**src/rtl/bram_uart_dump.sv**
```systemverilog
// bram_uart_dump: streams a run of bytes out of the 8-bit block RAM onto a
// UART TX line (8N1, LSB first). The stop bit of each frame is also used to
// prefetch the next byte, so consecutive frames leave no idle gap on the line.
module bram_uart_dump #(
  parameter int WIDTH        = 8,
  parameter int LEN          = 2048,
  parameter int CLKS_PER_BIT = 234,
  parameter int ADDR_W       = $clog2(LEN) + 1
) (
  input  logic              clk,
  input  logic              rst_n,
  input  logic              start,
  input  logic [ADDR_W-1:0] base_addr,
  input  logic [ADDR_W-1:0] count,
  output logic              busy,
  output logic              done,
  output logic [ADDR_W-1:0] mem_addr,
  output logic              mem_we,
  input  logic [WIDTH-1:0]  mem_dout,
  output logic              tx
);

  localparam int BAUD_W = $clog2(CLKS_PER_BIT);

  typedef enum logic [2:0] {
    S_IDLE,
    S_FETCH,
    S_LOAD,
    S_START,
    S_DATA,
    S_STOP,
    S_FIN
  } state_t;

  state_t            state, state_nxt;
  logic [BAUD_W-1:0] baud;
  logic [2:0]        bit_cnt;
  logic [ADDR_W-1:0] ptr;
  logic [ADDR_W-1:0] remaining;
  logic [ADDR_W-1:0] ptr_inc;
  logic [ADDR_W-1:0] base_mod;
  logic [WIDTH-1:0]  shift;
  logic              bit_end;

  // Last clock of the current bit period.
  assign bit_end  = (baud == BAUD_W'(CLKS_PER_BIT - 1));
  // Next RAM address, wrapping at the end of the array.
  assign ptr_inc  = (ptr == ADDR_W'(LEN - 1)) ? '0 : ptr + ADDR_W'(1);
  // An out-of-range base address folds back into the array.
  assign base_mod = ADDR_W'(base_addr % ADDR_W'(LEN));

  // The RAM is only ever read from this end; a job spans IDLE-exit to FIN.
  assign mem_we = 1'b0;
  assign busy   = (state != S_IDLE);

  // State register.
  always_ff @(posedge clk or negedge rst_n) begin
    if (!rst_n) begin
      state <= S_IDLE;
    end else begin
      // NOTE: every clocked assignment is non-blocking so all registers
      // update from the same pre-edge values, regardless of statement order.
      state <= state_nxt;
    end
  end

  // Next-state decode.
  always_comb begin
    // NOTE: default first, so no path through the case leaves state_nxt
    // unassigned and no latch is inferred.
    state_nxt = state;
    unique case (state)
      S_IDLE:  if (start) state_nxt = (count == '0) ? S_FIN : S_FETCH;
      S_FETCH: state_nxt = S_LOAD;
      S_LOAD:  state_nxt = S_START;
      S_START: if (bit_end) state_nxt = S_DATA;
      S_DATA:  if (bit_end && bit_cnt == 3'd7) state_nxt = S_STOP;
      S_STOP:  if (bit_end) state_nxt = (remaining != '0) ? S_START : S_FIN;
      S_FIN:   state_nxt = S_IDLE;
      default: state_nxt = S_IDLE;
    endcase
  end

  // Datapath: address pointer, byte counter, baud/bit timing and the TX shifter.
  always_ff @(posedge clk or negedge rst_n) begin
    if (!rst_n) begin
      // NOTE: tx sits on the async reset so the line returns to idle-high
      // the moment reset asserts, even mid-frame.
      tx        <= 1'b1;
      done      <= 1'b0;
      mem_addr  <= '0;
      ptr       <= '0;
      remaining <= '0;
      shift     <= '0;
      baud      <= '0;
      bit_cnt   <= '0;
    end else begin
      done <= (state == S_FIN);
      unique case (state)
        S_IDLE: begin
          if (start && count != '0) begin
            ptr       <= base_mod;
            remaining <= count;
            mem_addr  <= base_mod;
          end
        end
        S_LOAD: begin
          shift     <= mem_dout;
          tx        <= 1'b0;
          baud      <= '0;
          bit_cnt   <= '0;
          remaining <= remaining - ADDR_W'(1);
        end
        S_START: begin
          if (bit_end) begin
            baud <= '0;
            tx   <= shift[0];
          end else begin
            baud <= baud + BAUD_W'(1);
          end
        end
        S_DATA: begin
          if (bit_end) begin
            baud <= '0;
            if (bit_cnt == 3'd7) begin
              tx <= 1'b1;
            end else begin
              shift   <= shift >> 1;
              tx      <= shift[1];
              bit_cnt <= bit_cnt + 3'd1;
            end
          end else begin
            baud <= baud + BAUD_W'(1);
          end
        end
        S_STOP: begin
          // Prefetch on the first stop-bit clock; the read has the rest of
          // the stop bit to settle.
          if (baud == '0 && remaining != '0) begin
            ptr      <= ptr_inc;
            mem_addr <= ptr_inc;
          end
          if (bit_end) begin
            baud <= '0;
            if (remaining != '0) begin
              // Same action as LOAD, folded into the stop-bit end.
              shift     <= mem_dout;
              tx        <= 1'b0;
              bit_cnt   <= '0;
              remaining <= remaining - ADDR_W'(1);
            end
          end else begin
            baud <= baud + BAUD_W'(1);
          end
        end
        default: ;
      endcase
    end
  end

endmodule

```
**config.mk**
```make
export PLATFORM = sky130hd
export DESIGN_NAME = bram_uart_dump
export DESIGN_NICKNAME = d
export VERILOG_FILES = /design/src/rtl/bram_uart_dump.sv
export SDC_FILE = /design/constraint.sdc
export NUM_CORES = 1
export LEC_CHECK = 0
export CORE_MARGIN = 3
export CORE_UTILIZATION = 40
export CTS_CLUSTER_SIZE = 28
export DETAILED_ROUTE_END_ITERATION = 16
export SETUP_SLACK_MARGIN = 0.1
export SLEW_MARGIN = 20
export SYNTH_ARGS = -nofsm -noshare
export SYNTH_HDL_FRONTEND = slang
export SYNTH_SLANG_ARGS = --single-unit
```
**constraint.sdc**
```tcl
create_clock -name clk -period 2.2 [get_ports clk]
set_input_delay 0.66 -clock clk [delete_from_list [all_inputs] [get_ports clk]]
set_output_delay 0.66 -clock clk [all_outputs]
set_load 0.005 [all_outputs]
```
**Word-level counts from Yosys, hierarchy flattened**

Index checks and enable logic that the tools add are counted.

- Reduce and logical (&&, ||, !) cells: 20
- Muxes and demuxes: 33
- Equal/unequal tests: 18
- Add/subtract/negate cells: 4

Operators with widths:

| kind | number |
|---|---|
| two-way mux 12 bit | 6 |
| two-way mux 8 bit | 5 |
| one-hot mux 12 bit (3 select lines) | 1 |
| two-way mux 3 bit | 10 |
| one-hot mux 12 bit (2 select lines) | 1 |
| one-hot mux 8 bit (3 select lines) | 1 |
| nonzero test 12 bit | 2 |
| != test 2 bit, second input constant | 9 |
| one-hot mux 3 bit (6 select lines) | 1 |
| one-hot mux 8 bit (2 select lines) | 1 |
| adder 12 x 1 -> 12 bit, second input constant | 1 |
| equality test 12 x 11 -> 1 bit, second input constant | 1 |
| equality test 3 bit, second input constant | 4 |
| logical NOT 12 bit | 1 |
| subtractor 12 x 1 -> 12 bit, second input constant | 1 |
| AND reduction 5 bit | 2 |
| one-hot mux 3 bit (3 select lines) | 1 |
| nonzero test 3 bit | 3 |
| adder 8 x 1 -> 8 bit, second input constant | 1 |
| equality test 8 bit, second input constant | 1 |
| logical NOT 8 bit | 1 |
| AND reduction 4 bit | 2 |
| equality test 3 x 2 -> 1 bit, second input constant | 2 |
| two-way mux 1 bit | 5 |
| other kinds (9) | 12 |

- Register bits: 48
- Word-level logic and storage cells: 83
- Bits of input ports: 35
- Output and inout bits: 16

**Logic depth before layout (Yosys ltp)**

Gate-level depths: netlist of the first run.

- Word-level depth: 4
- Depth in mapped cells: 8
- Depth with buffers taken out: 7

**Worst setup path before layout of the first run**

Ideal clock, no wire load.

- Kind: input-to-reg
- From: input port count[7]
- To: register remaining[4]
- Arrival: 1.773 ns
- Setup time: 0.121 ns
- Path slack: 0.306 ns
- Stages on the path: 5
- Path buffers: 1
- Cell sequence: nor4_1 > nand3_1 > o221a_4 > buf_6 > a22o_1

- Longest elaborated chain between the ends: 4

RTL lines:

| what | RTL line | source |
|---|---|---|
| start: declaration | 14 | `input logic [ADDR_W-1:0] count,` |
| nonzero test 12 bit | 101 | `if (start && count != '0) begin` |
| logical AND 1 bit | 101 |  |
| != test 2 bit (no line) | -- |  |
| AND reduction 4 bit (no line) | -- |  |
| end signal: assignment | 103 | `remaining <= count;` |
| end signal: assignment | 112 | `remaining <= remaining - ADDR_W'(1);` |
| end signal: assignment | 150 | `remaining <= remaining - ADDR_W'(1);` |
| end: declaration | 39 | `logic [ADDR_W-1:0] remaining;` |

No other way between the ends.
A chain may end at the register's enable or synchronous reset.

**Final worst setup path of the first run**

- From: register state[0]
- To: register remaining[9]

- Longest elaborated chain between the ends: 3
- Elaborated cells on any way between the ends: 9
- Classes of those cells: eq/ne (5); mux (1); reduce/logical (3)

RTL lines:

| what | RTL line | source |
|---|---|---|
| start: declaration | 35 | `state_t state, state_nxt;` |
| start signal: assignment | 63 | `state <= state_nxt;` |
| equality test 3 bit (tied with other cells) | 99 | `unique case (state)` |
| != test 2 bit (no line) / nonzero test 3 bit (equally long branches) | -- |  |
| AND reduction 4 bit (no line) | -- |  |

Parallel ways exist; a longest one is shown, timed or not.

==> reports/metrics.yaml, run 1 <==
run_status:
  status: "finished, final reports clean"
power_and_ir_drop:
  switchingPower_w: 0.0003729
  power_leakage_nw: 1.768
  combPwrFrac_pct: 7.5
  intPower_w: 0.001178
  p_seq_share_pct: 56.8
  vdd_ir_drop_max_v: 0.0002354
  pwr-share-clk_pct: 35.6
  swShare_pct: 24.04
  power_density_nw_per_um2: 377.6
setup_path:
  crit_top_cell: "buf_4"
  arrival_ps: 2270
  cp-end-kind: "register"
  crit_path_cell_trace: "buf_4, buf_4, nor3b_2, nor2_2, or4_1, o21ai_2, a21oi_2"
  path_delay_family: "simple AND/OR/NAND/NOR gates"
  cp_slowest_stage_delay_ps: 540
  cp.required_ps: 2400
  cp.buffers_inverters: 2
  path_max_fanout: 9
  worstSetupPathType: "register to register"
  r2r_slack_ps: 120
  slowest_stage: "or4_1"
  worstSetupStartpointType: "register"
logic_synthesis:
  yosysWarnings: 0
  seq_area_frac_synth_pct: 38.24
  syn_area_um2: 3144
  synth_edf_count: 0
  ys_ff_latch: 48
  synth_largest_area_cell: "dfrtp_1"
  async_flop_share_pct: 100.0
  syn_nets: 390
  syn_area_per_cell_um2: 9.061
  synth_flop_cell: "dfrtp_1"
  synth.most_common_cell: "dfrtp_1"
  synthTopCellsByCount: "dfrtp_1, nand2_1, a21oi_1"
  synth_top_cell_area_share_pct: 37.41
  synth.area.top_cells: "dfrtp_1, a21oi_1, nand2_1"
  yosysUniqueCellTypes: 75
  synthCells: 347
place:
  place_inst: 503
  io_buffer_count: 48
  gp_congestion: 0.8015
  post-dp-hpwl_um: 5527
  placed_area_um2: 3827
sta:
  tns_ps: 0
  post-route-period-util_pct: 94.33
  fin_crit_ps: 2075
  fmax_mhz: 481.9
  finClkSkew_ps: 7.781
  finalSetupViolCount: 0
  rsz0062_at_grt: "true"
  slew_viol_final: 0
  hold_viol: 0
cts:
  clk_pin_slew_worst_paths_ps: 100
  root_buffer: "clkbuf_8"
  cts.sinks: 48
  cts.path.max_buffers: 2
  clkLatencyLatePin_ps: 300
  cts-htree-levels: 2
  cts_buffers: 5
  cts_tree: "yes"
global_routing:
  grt_pass1_vias: 2734
  grt_pass1_wl_um: 13230
  grt_usage_pct: 18.32
  antenna_found_initial: 0
  grt.overflow.total: 0
  grt_start_max_net_pins: 27
final_layout:
  drive_gt1_share_pct: 23.04
  diodes: 0
  syn_to_final_growth_pct: 30.64
  layout.nets: 463
  postLayoutCoreUtil_pct: 55.16
  fillers: 693
  stdcell_count: 520
  fin_area_um2: 4108
die:
  dieArea_um2: 8961
  coreArea_um2: 7447
  start_util_pct: 42.22
  die_x_um: 94.66
  dieHeight_um: 94.66
  rows: 31
  io_pins: 51
routing:
  detail_route.iter0.violations: 165
  vias: 2931
  via_per_inst: 5.637
  firstDrtPassIters: 4
  wl_per_cell_um: 15.57
  drt-total-wl_um: 8098
  drcViolationCount: 0
  ant_nets: 0
hold_path:
  hold_path.class: "input pin to asynchronous set/reset pin"
run:
  cap_violations: 0
-- flip-flops by register name (all words and copies together), names as in the netlist --
name	cells
baud	8
bit_cnt	3
done	1
ptr	12
remaining	12
shift	8
state	3
tx	1
-- worst register-to-register path: stages (launching register included) --
cell and delay (ps):
dfrtp_2 440, buf_4 160, buf_4 180, nor3b_2 350
nor2_2 150, or4_1 540, o21ai_2 80, a21oi_2 70
-- metrics by stage --
stage	setup slack, ps	power [W]	hold WS [ps]
final	124.8	0.001551	250.8
after global routing	15.01	0.001613	258.4
after CTS	48.10	0.001566	253.7
after detailed placement	-370.4	0.001015	482.4
after global placement	-336.5	0.001015	466.3
after floorplan	306.0	0.0009163	364.4
-- cell families after synthesis --
logic type / count (synthesis) / share of synthesized area, %
AOI/OAI and AO/OA: 116 / 24.67
xor gates and xnor gates: 4 / 1.114
other: 1 / 0.1193
DFF: 48 / 38.24
muxes: 11 / 3.581
buffers and inverters: 26 / 5.014
and+or+nand+nor: 133 / 24.08
adders and majority gates: 8 / 3.184
-- repair_timing --
action / 4_1_cts / 5_1_grt
pin swaps: 6 / 6
gates resized for setup: 18 / 12
cloned: 1 / 1
hold buffers: 0 / 0
setup buffers: 3 / 4
endpoints found under the setup margin: 27 / 33
-- placed cells by master (no fill, tap or decap), types with 3 or more instances in the layout --
cell type	instances
nand2_1	43
dfrtp_1	43
clkdlybuf4s50_1	38
a21oi_1	35
o21ai_0	32
buf_4	30
nand3_1	18
nor2_1	14
mux2i_1	9
o21ai_2	8
ha_1	8
inv_1	7
o22ai_1	7
nor3_1	6
nand2b_1	6
dlymetal6s2s_1	6
nand4_1	5
clkbuf_8	5
o21ai_1	4
dfrtp_2	4
nor3_4	3
and3_1	3
nor4_2	3
a22o_1	3
xor2_1	3
dlygate4sd2_1	3
-- final timing paths --
kind / start / end / cells past startpoint
setup / recovery: state[0] / remaining[9] / 7
hold / removal: rst_n / shift[3] / 1
setup reg to reg: state[0] / remaining[9] / 7
hold reg to reg: shift[3] / shift[3] / 2
max in group asynchronous: rst_n / state[2] / 2
min in group clk: shift[3] / shift[3] / 2
-- layer usage --
layer,part of all wire (%),global-route usage (%),vias up
met5,0,0,-
met4,0.68,4.207,0
met3,4.6,3.108,7
met2,48,30.12,80
met1,47,25.20,1408
li1,-,-,1436
-- power groups by stage --
stage	Clock (W)	Combinational, W	Sequential (W)
6_report	0.000553	0.000117	0.000882
5_1_grt	0.000605	0.000127	0.000882
4_1_cts	0.000567	0.000118	0.000882
3_5_place_dp	0	0.000116	0.000899
3_3_place_gp	0	0.000116	0.000899
2_1_floorplan	0	0.0000171	0.000899
-- final cells by class --
| cell class | instances | area (um2) | share of cell area, % |
|---|---|---|---|
| Sequential cell | 48 | 1207 | 29.39 |
| Clock buffer | 5 | 68.82 | 1.675 |
| Timing Repair Buffer | 81 | 754.5 | 18.37 |
| Inverter | 9 | 33.78 | 0.8224 |
| Clock inverter | 3 | 23.77 | 0.5787 |
| Multi-Input combinational cell | 275 | 1896 | 46.15 |
| Tap cell | 99 | 123.9 | 3.016 |
(Power assumes the default switching activity.)
==> inputs of run 2 (changes only) <==
--- a/config.mk
+++ b/config.mk
@@ -7,6 +7,7 @@
 export LEC_CHECK = 0
 export CORE_MARGIN = 3
 export CORE_UTILIZATION = 40
+export CTS_BUF_LIST = sky130_fd_sc_hd__clkbuf_8
 export CTS_CLUSTER_SIZE = 28
 export DETAILED_ROUTE_END_ITERATION = 16
 export SETUP_SLACK_MARGIN = 0.1
==> results of run 2 <==
The final DEF is identical to that of run 1; final timing and power are the same.
